[src/rtl/nn_pkg.sv]
// Shared definitions for the on-chip MLP datapath: default widths,
// the pass-sequencer state type, and a saturating adder at accumulator width.
package nn_pkg;

  localparam int HID_W = 10;  // hidden activation width, unsigned
  localparam int W_W   = 8;   // weight width, signed
  localparam int ACC_W = 23;  // accumulator / result width, signed

  typedef enum logic [1:0] {
    IDLE  = 2'd0,
    ACCUM = 2'd1,
    DONE  = 2'd2
  } state_e;

  // Signed add of two ACC_W-bit values, clamped to the representable range.
  function automatic logic signed [ACC_W-1:0] sat_add(
    input logic signed [ACC_W-1:0] a,
    input logic signed [ACC_W-1:0] b
  );
    logic [ACC_W:0] s;
    s = {a[ACC_W-1], a} + {b[ACC_W-1], b};
    if (s[ACC_W] != s[ACC_W-1]) begin
      if (s[ACC_W]) begin
        sat_add = {1'b1, {(ACC_W-1){1'b0}}};
      end else begin
        sat_add = {1'b0, {(ACC_W-1){1'b1}}};
      end
    end else begin
      sat_add = s[ACC_W-1:0];
    end
  endfunction

endpackage

[src/rtl/mac_sat.sv]
// Combinational multiply-accumulate step: unsigned activation times signed
// weight, added to a signed accumulator and clamped to the accumulator range.
// The add is done wide enough to hold both operands, so it also works when
// the accumulator is narrower than the product.
module mac_sat #(
  parameter int HID_W = 10,
  parameter int W_W   = 8,
  parameter int ACC_W = 23
) (
  input  logic [HID_W-1:0] hidden_val_i,
  input  logic [W_W-1:0]   w_i,
  input  logic [ACC_W-1:0] acc_i,
  output logic [ACC_W-1:0] sum_o
);

  localparam int PW = HID_W + W_W + 1;
  localparam int SW = ((ACC_W > PW) ? ACC_W : PW) + 1;
  localparam logic signed [SW-1:0] MAX_V = {{(SW-ACC_W+1){1'b0}}, {(ACC_W-1){1'b1}}};
  localparam logic signed [SW-1:0] MIN_V = {{(SW-ACC_W+1){1'b1}}, {(ACC_W-1){1'b0}}};

  logic signed [PW-1:0] hid_ext_s;
  logic signed [PW-1:0] w_ext_s;
  logic signed [PW-1:0] prod_s;
  logic signed [SW-1:0] sum_s;

  // Product, wide signed sum, and clamp to the accumulator range
  always_comb begin
    hid_ext_s = {{(W_W+1){1'b0}}, hidden_val_i};
    w_ext_s   = {{(HID_W+1){w_i[W_W-1]}}, w_i};
    prod_s    = hid_ext_s * w_ext_s;
    sum_s     = {{(SW-ACC_W){acc_i[ACC_W-1]}}, acc_i}
              + {{(SW-PW){prod_s[PW-1]}}, prod_s};
    if (sum_s > MAX_V) begin
      sum_o = MAX_V[ACC_W-1:0];
    end else if (sum_s < MIN_V) begin
      sum_o = MIN_V[ACC_W-1:0];
    end else begin
      sum_o = sum_s[ACC_W-1:0];
    end
  end

endmodule

[src/rtl/output_forward_mac.sv]
// Output-neuron forward pass: walks idx_o over the hidden layer, accumulating
// hidden*weight with saturation, then presents final_o with valid_o until the
// backprop stage acknowledges it.
// Build option: define OUTPUT_RELU_EN to clamp a negative final sum to zero
// before it reaches final_o (the running accumulator is not clamped).
module output_forward_mac #(
  parameter int N_HIDDEN = 4,
  parameter int HID_W    = nn_pkg::HID_W,
  parameter int W_W      = nn_pkg::W_W,
  parameter int ACC_W    = nn_pkg::ACC_W,
  parameter int IDX_W    = $clog2(N_HIDDEN)
) (
  input  logic             clk_i,
  input  logic             rst_i,
  input  logic             start_i,
  input  logic             clear_i,
  input  logic [HID_W-1:0] hidden_val_i,
  input  logic [W_W-1:0]   w_i,
  input  logic             ack_i,
  output logic [IDX_W-1:0] idx_o,
  output logic [ACC_W-1:0] final_o,
  output logic             valid_o,
  output logic             busy_o
);

  import nn_pkg::*;

  localparam logic [IDX_W-1:0] LAST_IDX = IDX_W'(N_HIDDEN - 1);
  localparam logic [IDX_W-1:0] IDX_ONE  = IDX_W'(32'd1);

  state_e           state_r, state_s;
  logic [ACC_W-1:0] acc_r, acc_s;
  logic [ACC_W-1:0] final_r, final_s;
  logic [ACC_W-1:0] sum_s, post_s;
  logic [IDX_W-1:0] idx_r, idx_s;
  logic             valid_r, valid_s;
  logic             busy_r, busy_s;

  mac_sat #(
    .HID_W (HID_W),
    .W_W   (W_W),
    .ACC_W (ACC_W)
  ) u_mac_sat (
    .hidden_val_i (hidden_val_i),
    .w_i          (w_i),
    .acc_i        (acc_r),
    .sum_o        (sum_s)
  );

  // Output activation applied to the last saturated sum of a pass
  always_comb begin
`ifdef OUTPUT_RELU_EN
    if (sum_s[ACC_W-1]) begin
      post_s = {ACC_W{1'b0}};
    end else begin
      post_s = sum_s;
    end
`else
    post_s = sum_s;
`endif
  end

  // Next-state and next-output logic; clear_i overrides every state
  always_comb begin
    state_s = state_r;
    acc_s   = acc_r;
    idx_s   = idx_r;
    final_s = final_r;
    valid_s = 1'b0;
    busy_s  = 1'b0;
    if (clear_i) begin
      state_s = IDLE;
      acc_s   = {ACC_W{1'b0}};
      idx_s   = {IDX_W{1'b0}};
      final_s = {ACC_W{1'b0}};
    end else begin
      case (state_r)
        IDLE: begin
          if (start_i) begin
            state_s = ACCUM;
            acc_s   = {ACC_W{1'b0}};
            idx_s   = {IDX_W{1'b0}};
          end else begin
            state_s = IDLE;
          end
        end
        ACCUM: begin
          acc_s = sum_s;
          if (idx_r == LAST_IDX) begin
            final_s = post_s;
            idx_s   = {IDX_W{1'b0}};
            state_s = DONE;
          end else begin
            idx_s   = idx_r + IDX_ONE;
            state_s = ACCUM;
          end
        end
        DONE: begin
          if (ack_i) begin
            state_s = IDLE;
          end else begin
            state_s = DONE;
          end
        end
        default: begin
          state_s = IDLE;
          acc_s   = {ACC_W{1'b0}};
          idx_s   = {IDX_W{1'b0}};
          final_s = {ACC_W{1'b0}};
        end
      endcase
    end
    valid_s = (state_s == DONE);
    busy_s  = (state_s == ACCUM);
  end

  // State and registered outputs, asynchronously cleared by rst_i
  always_ff @(posedge clk_i or negedge rst_i) begin
    if (!rst_i) begin
      state_r <= IDLE;
      acc_r   <= {ACC_W{1'b0}};
      idx_r   <= {IDX_W{1'b0}};
      final_r <= {ACC_W{1'b0}};
      valid_r <= 1'b0;
      busy_r  <= 1'b0;
    end else begin
      state_r <= state_s;
      acc_r   <= acc_s;
      idx_r   <= idx_s;
      final_r <= final_s;
      valid_r <= valid_s;
      busy_r  <= busy_s;
    end
  end

  assign idx_o   = idx_r;
  assign final_o = final_r;
  assign valid_o = valid_r;
  assign busy_o  = busy_r;

endmodule
[config.mk]
export PLATFORM = sky130hd
export DESIGN_NAME = output_forward_mac
export DESIGN_NICKNAME = d
export VERILOG_FILES = /design/src/rtl/nn_pkg.sv /design/src/rtl/mac_sat.sv /design/src/rtl/output_forward_mac.sv
export SDC_FILE = /design/constraint.sdc
export NUM_CORES = 1
export LEC_CHECK = 0
export ABC_AREA = 1
export ABC_CLOCK_PERIOD_IN_PS = 6600
export CAP_MARGIN = 20
export CORE_MARGIN = 2
export CORE_UTILIZATION = 55
export CTS_BUF_LIST = sky130_fd_sc_hd__clkbuf_2 sky130_fd_sc_hd__clkbuf_4 sky130_fd_sc_hd__clkbuf_8
export DETAILED_ROUTE_END_ITERATION = 10
export PLACE_DENSITY_LB_ADDON = 0.12
export SYNTH_ARGS = -nofsm -noshare
export SYNTH_HDL_FRONTEND = slang
export SYNTH_SLANG_ARGS = --single-unit
[constraint.sdc]
create_clock -name clk_i -period 6.6 [get_ports clk_i]
set_clock_uncertainty 0.2 [all_clocks]
set_input_delay 1.65 -clock clk_i [delete_from_list [all_inputs] [get_ports clk_i]]
set_output_delay 1.65 -clock clk_i [all_outputs]
set_load 0.01 [all_outputs]
== Yosys cells after proc, flatten, opt, wreduce, memory -nomap -nowiden ==
Index checks and enable logic that the tools add are counted.

* Output and inout port bits: 27
* Bits in registers: 52
* Bits of input ports: 23
* Logic and storage cells: 41

* Add/subtract/negate cells: 2
* $lt $le $gt $ge: 2
* Equality and inequality tests: 9
* Multipliers: 1
* Reduce and logical (&&, ||, !) cells: 4
* Multiplexer cells: 17

{| class="wikitable"
|+ Operators with widths
! kind !! number
|-
| 23-bit 2-to-1 mux || 6
|-
| 23-bit one-hot mux with 3 select lines || 1
|-
| 23-bit one-hot mux with 2 select lines || 1
|-
| 23-bit by 19-bit adder with 24-bit output || 1
|-
| 24-bit by 23-bit > comparator with 1-bit output, second input constant || 1
|-
| 24-bit by 23-bit < comparator with 1-bit output, second input constant || 1
|-
| 11-bit by 8-bit multiplier with 19-bit output || 1
|-
| 2-bit 2-to-1 mux || 6
|-
| 2-bit one-hot mux with 3 select lines || 2
|-
| 2-bit == test, second input constant || 3
|-
| 3-bit inequality test, second input constant || 2
|-
| 2-bit by 1-bit == test with 1-bit output, second input constant || 2
|-
| 2-bit AND reduction || 2
|-
| 2-bit by 1-bit adder with 2-bit output, second input constant || 1
|-
| 2-bit logical NOT || 1
|-
| 2-bit by 1-bit inequality test with 1-bit output, second input constant || 1
|-
| 2-bit inequality test, second input constant || 1
|-
| 2-bit OR reduction || 1
|-
| 1-bit 2-to-1 mux || 1
|}

== Logic depth before layout (Yosys ltp) ==
* Word-level depth: 8
* Gate-level depth with buffers: 27

== By module ==
A second synthesis with hierarchy kept.

* Cell total of the unflattened synthesis: 849
* Area total of the unflattened synthesis: 6,555.0 um^2

{| class="wikitable"
|+ By module, submodules not included
! module !! area an instance (um^2) !! cells each !! times used !! seq. area each (um^2)
|-
| mac_sat || 4,274.1 || 593 || 1 || 0.0
|-
| output_forward_mac || 2,280.9 || 256 || 1 || 1,301.2
|}

== Worst setup path after synthesis ==
No wires, ideal clock.

* Path kind: input port to flip-flop
* Start point: in w_i[7]
* End point: reg final_r[20], in the netlist final_o[20]
* Buffers on the path: 1
* Setup slack: 115 ps
* Stages on the path: 23
* Required time: 6,283 ps
* Arrival time: 6,168 ps
* Cell sequence: inv_1 clkbuf_1 or2_2 fa_1 fa_1 inv_1 fa_1 fa_1 fa_1 ha_1 nand2_1 nand2_1 nor2_1 nor2_1 or2_2 nand2_1 nand2_1 nand2_1 nand2_1 nand3_2 nand2_1 nand2_1 nand2_1

* Word-level cells in the longest chain between the ends: 8

{| class="wikitable"
|+ Ends and longest elaborated chain
! what !! RTL line !! text
|-
| start: declaration || output_forward_mac.sv:18 || <nowiki>input logic [W_W-1:0] w_i,</nowiki>
|-
| 11-bit by 8-bit multiplier with 19-bit output (*) || mac_sat.sv:30 || <nowiki>prod_s = hid_ext_s * w_ext_s;</nowiki>
|-
| 23-bit by 19-bit adder with 24-bit output (*) || mac_sat.sv:32 || <nowiki>+ {{(SW-PW){prod_s[PW-1]}}, prod_s};</nowiki>
|-
| 24-bit by 23-bit < comparator with 1-bit output || mac_sat.sv:35 || <nowiki>end else if (sum_s < MIN_V) begin</nowiki>
|-
| 23-bit 2-to-1 mux || mac_sat.sv:35 ||
|-
| 23-bit 2-to-1 mux (*) || mac_sat.sv:33 || <nowiki>if (sum_s > MAX_V) begin</nowiki>
|-
| 23-bit 2-to-1 mux (*) || output_forward_mac.sv:89 || <nowiki>if (idx_r == LAST_IDX) begin</nowiki>
|-
| 23-bit one-hot mux with 2 select lines (*) || output_forward_mac.sv:77 || <nowiki>case (state_r)</nowiki>
|-
| 23-bit 2-to-1 mux (*) || output_forward_mac.sv:71 || <nowiki>if (clear_i) begin</nowiki>
|-
| end signal: assignment || output_forward_mac.sv:123 || <nowiki>final_r <= {ACC_W{1'b0}};</nowiki>
|-
| end signal: assignment || output_forward_mac.sv:130 || <nowiki>final_r <= final_s;</nowiki>
|-
| end: declaration || output_forward_mac.sv:33 || <nowiki>logic [ACC_W-1:0] final_r, final_s;</nowiki>
|}

Every way passes the cells marked *; elsewhere a longest branch is shown, timed or not. The select of a mux whose other input is x is not followed.
A chain may end at the register's enable or synchronous reset.

== Worst setup path in the final report ==
* Start point: in hidden_val_i[3]
* End point: reg acc_r[20]

* Word-level cells in the longest chain between the ends: 7

{| class="wikitable"
|+ Ends and longest elaborated chain
! what !! RTL line !! text
|-
| start: declaration || output_forward_mac.sv:17 || <nowiki>input logic [HID_W-1:0] hidden_val_i,</nowiki>
|-
| 11-bit by 8-bit multiplier with 19-bit output (*) || mac_sat.sv:30 ||
|-
| 23-bit by 19-bit adder with 24-bit output (*) || mac_sat.sv:32 ||
|-
| 24-bit by 23-bit < comparator with 1-bit output || mac_sat.sv:35 ||
|-
| 23-bit 2-to-1 mux || mac_sat.sv:35 ||
|-
| 23-bit 2-to-1 mux (*) || mac_sat.sv:33 ||
|-
| 23-bit one-hot mux with 3 select lines (*) || output_forward_mac.sv:77 ||
|-
| 23-bit 2-to-1 mux (*) || output_forward_mac.sv:71 ||
|-
| end signal: assignment || output_forward_mac.sv:121 || <nowiki>acc_r <= {ACC_W{1'b0}};</nowiki>
|-
| end signal: assignment || output_forward_mac.sv:128 || <nowiki>acc_r <= acc_s;</nowiki>
|-
| end: declaration || output_forward_mac.sv:32 || <nowiki>logic [ACC_W-1:0] acc_r, acc_s;</nowiki>
|}

Every way passes the cells marked *; elsewhere a longest branch is shown, timed or not.

==> flow_summary.json <==
{
  "status": "complete, no violations",
  "grt_use_total_pct": 25.7,
  "vias": 5444,
  "cts.sinks": 52,
  "power_per_cell_area_nw_per_um2": 490,
  "drt-wirelength-per-cell_microns": 14.3,
  "fillers": 882,
  "io_pins": 50,
  "antenna_found_initial": 0,
  "ir_drop_uv": 386,
  "syn_area_sq_um": 6240,
  "avgSynthCellArea_sq_um": 7.71,
  "grt_max_degree": 53,
  "cts_hold_buf": 0,
  "dr.first_iter.drc_count": 304,
  "max-cap-violations": 0,
  "relSlewSlack_pct": 34.9,
  "required_ns": 6.59,
  "synthToLayoutAreaGrowth_pct": 25.7,
  "globalplace.congestion": 0.898,
  "timing.final.crit_share_pct": 96.9,
  "grt_pass1_vias": 5728,
  "clk_latency_ns": 0.31,
  "tns_ns": 0,
  "diodes": 0,
  "p_leak_nw": 4.67,
  "hold_class": "flip-flop to flip-flop",
  "cts_buffer_depth": 2,
  "synth_area_leader_cell": "fa_1",
  "synthTopCellsByArea": "fa_1, dfrtp_1, nand2_1",
  "hold_viol": 0,
  "setup_viol": 0,
  "fin_crit_ns": 6.39,
  "cts_buffers": 5,
  "syn_inst": 809,
  "synthFlopType": "dfrtp_1",
  "htreeDepth": 2,
  "firstDrtPassIters": 5,
  "ant_nets": 0,
  "synth-edff-count": 0,
  "io_buffer_count": 49,
  "vias_per_cell": 5.12,
  "max_freq_ghz": 0.156,
  "worst_pin_slew_ns": 0.970,
  "cp-end-kind": "flip-flop",
  "cpMostUsedCell": "inv_1",
  "synth_cell_types": 35,
  "total_power_mw": 3.84,
  "clock-root-buffer": "clkbuf_8",
  "dieArea_sq_um": 12200,
  "drive_gt1_share_pct": 17.5,
  "synth_common_cells": "nand2_1, inv_1, ha_1, fa_1, dfrtp_1",
  "hpwl_microns": 12400,
  "crit_chain": "clkdlybuf4s50_1 > buf_4 > nand2_1 > fa_1 > inv_1 > fa_1 > ha_1 > inv_1 > fa_1 > inv_1 > ha_1 > ha_1 > inv_1 > fa_2 > nand3b_1 > nand3_2 > nand2_2 > nand2_1 > nand2_2 > nand2_8 > inv_6 > nand3_4 > buf_6 > nand3_1",
  "critPathLaunchType": "primary input",
  "finish.utilization_pct": 71.7,
  "dpl.cell_count": 1052,
  "route.detailed.drc": 0,
  "fp-row-count": 38,
  "core_region_area_sq_um": 10900,
  "slowest_delay_ns": 0.53,
  "wirelength_microns": 15200,
  "postCtsSetupRepairBufs": 0,
  "grt_pass1_wl_microns": 26000,
  "yosys_warnings": 0,
  "tritoncts": "done",
  "async_flop_share_pct": 100,
  "final_nets": 1083,
  "arrival_ns": 6.38,
  "seq_area_frac_synth_pct": 20.9,
  "drv_slew": 0,
  "crit_type": "primary input to flip-flop",
  "synth.most_common_cell": "nand2_1",
  "fp.dieW_microns": 110,
  "start_util_pct": 57.0,
  "clkSlewWorstSetupHoldPaths_ns": 0.09,
  "instances_no_fill": 1064,
  "cp_max_fo": 7,
  "yosysTopAreaCellShare_pct": 21.2,
  "synth_nets": 969,
  "overflow": 0,
  "chipHeight_microns": 110,
  "crit_slowest_cell": "fa_1",
  "synth-seq-cells": 52
}
==> report_power, final <==
part	leakage [nW]	internal, mW	switching, mW	total (mW)
clock	0.0479	0.0896	0.105	0.195
combinational	3.92	1.52	1.66	3.18
sequential	0.707	0.400	0.0619	0.462
==> final timing paths <==
kind | startpoint | to | slack, ns | cells past startpoint
setup / recovery | hidden_val_i[3] | acc_r[20]$_DFFE_PN0P_ | 0.21 | 24
hold / removal | acc_r[4]$_DFFE_PN0P_ | acc_r[4]$_DFFE_PN0P_ | 0.29 | 2
setup reg to reg | acc_r[6]$_DFFE_PN0P_ | final_o[18]$_DFFE_PN0P_ | 1.75 | 22
hold reg to reg | acc_r[4]$_DFFE_PN0P_ | acc_r[4]$_DFFE_PN0P_ | 0.29 | 2
max in group asynchronous | rst_i | idx_o[0]$_DFFE_PN0P_ | 4.52 | 2
min in group asynchronous | rst_i | acc_r[3]$_DFFE_PN0P_ | 1.24 | 2
==> worst max-delay path, delay by kind of cell <==
family	cells	cell delay, ns
fa+ha+maj	7	2.63
buf+inv	8	1.11
simple gates	9	0.99
==> logic make-up (layout without fill, tap and decap cells) <==
| logic type | count (synthesis) | in the layout | share of synthesized area (%) |
|---|---|---|---|
| buf+inv | 192 | 303 | 12.2 |
| flops | 52 | 52 | 20.9 |
| compound gates | 31 | 31 | 3.05 |
| fa+ha+maj | 137 | 137 | 35.4 |
| xor+xnor | 13 | 13 | 1.83 |
| simple gates | 384 | 388 | 26.6 |
==> stage by stage <==
| stage | worst slack (ns) | hold slack, ns | cell area (sq um) |
|---|---|---|---|
| global placement | -0.480 | 0.264 | 7390 |
| floorplan | 0.115 | 0.249 | 6240 |
| detailed placement | -0.543 | 0.269 | 7390 |
| global route | -0.0440 | 0.314 | 7840 |
| finish | 0.205 | 0.290 | 7840 |
| CTS | 0.0172 | 0.293 | 7580 |
==> cells in the final DEF (no fill, tap or decap), drive strengths merged <==
master         count
clkdlybuf4s50     34
o21bai             3
dfrtp             52
o21ai              7
nand3b             2
and2               1
ha                71
clkinvlp           1
a21oi             15
a21o               1
or2                3
buf               85
nor3               3
nor2              37
fa                66
clkbuf             7
nand2            281
inv              161
xor2               8
dlymetal6s2s      14
xnor2              5
nand3             56
a22o               1
o31ai              3
a21boi             1
clkinv             1
nand4              5
==> layer usage <==
| metal | global-route usage (%) | vias up | part of all wire, % |
|---|---|---|---|
| met4 | 7.00 | 0 | 2.6 |
| li1 | - | 2667 | - |
| met2 | 45.3 | 124 | 50 |
| met5 | 0 | - | 0 |
| met1 | 33.3 | 2623 | 43 |
| met3 | 3.35 | 30 | 4.1 |
==> final cells by class <==
cell class | count | area [sq um] | share of cell area, %
well taps | 140 | 175 | 2.23
flip-flops and latches | 52 | 1300 | 16.6
repair buffers | 133 | 1190 | 15.2
clock buffers | 7 | 90.1 | 1.15
inverters | 162 | 621 | 7.92
multi-input cells | 569 | 4450 | 56.8
clock inverters | 1 | 7.51 | 0.0958
==> flip-flops by register name, indices dropped and copies added (netlist names) <==
register and cells:
acc_r 23, final_o 23, valid_o 1, state_r 2, idx_o 2, busy_o 1
==> timing repair <==
item                       4_1_cts  5_1_grt
setup endpoints to repair       46       46
pin swaps                        8       20
gates resized for setup         14       51
cloned                           2        2
No activity file was read; power rests on OpenSTA's default activity.
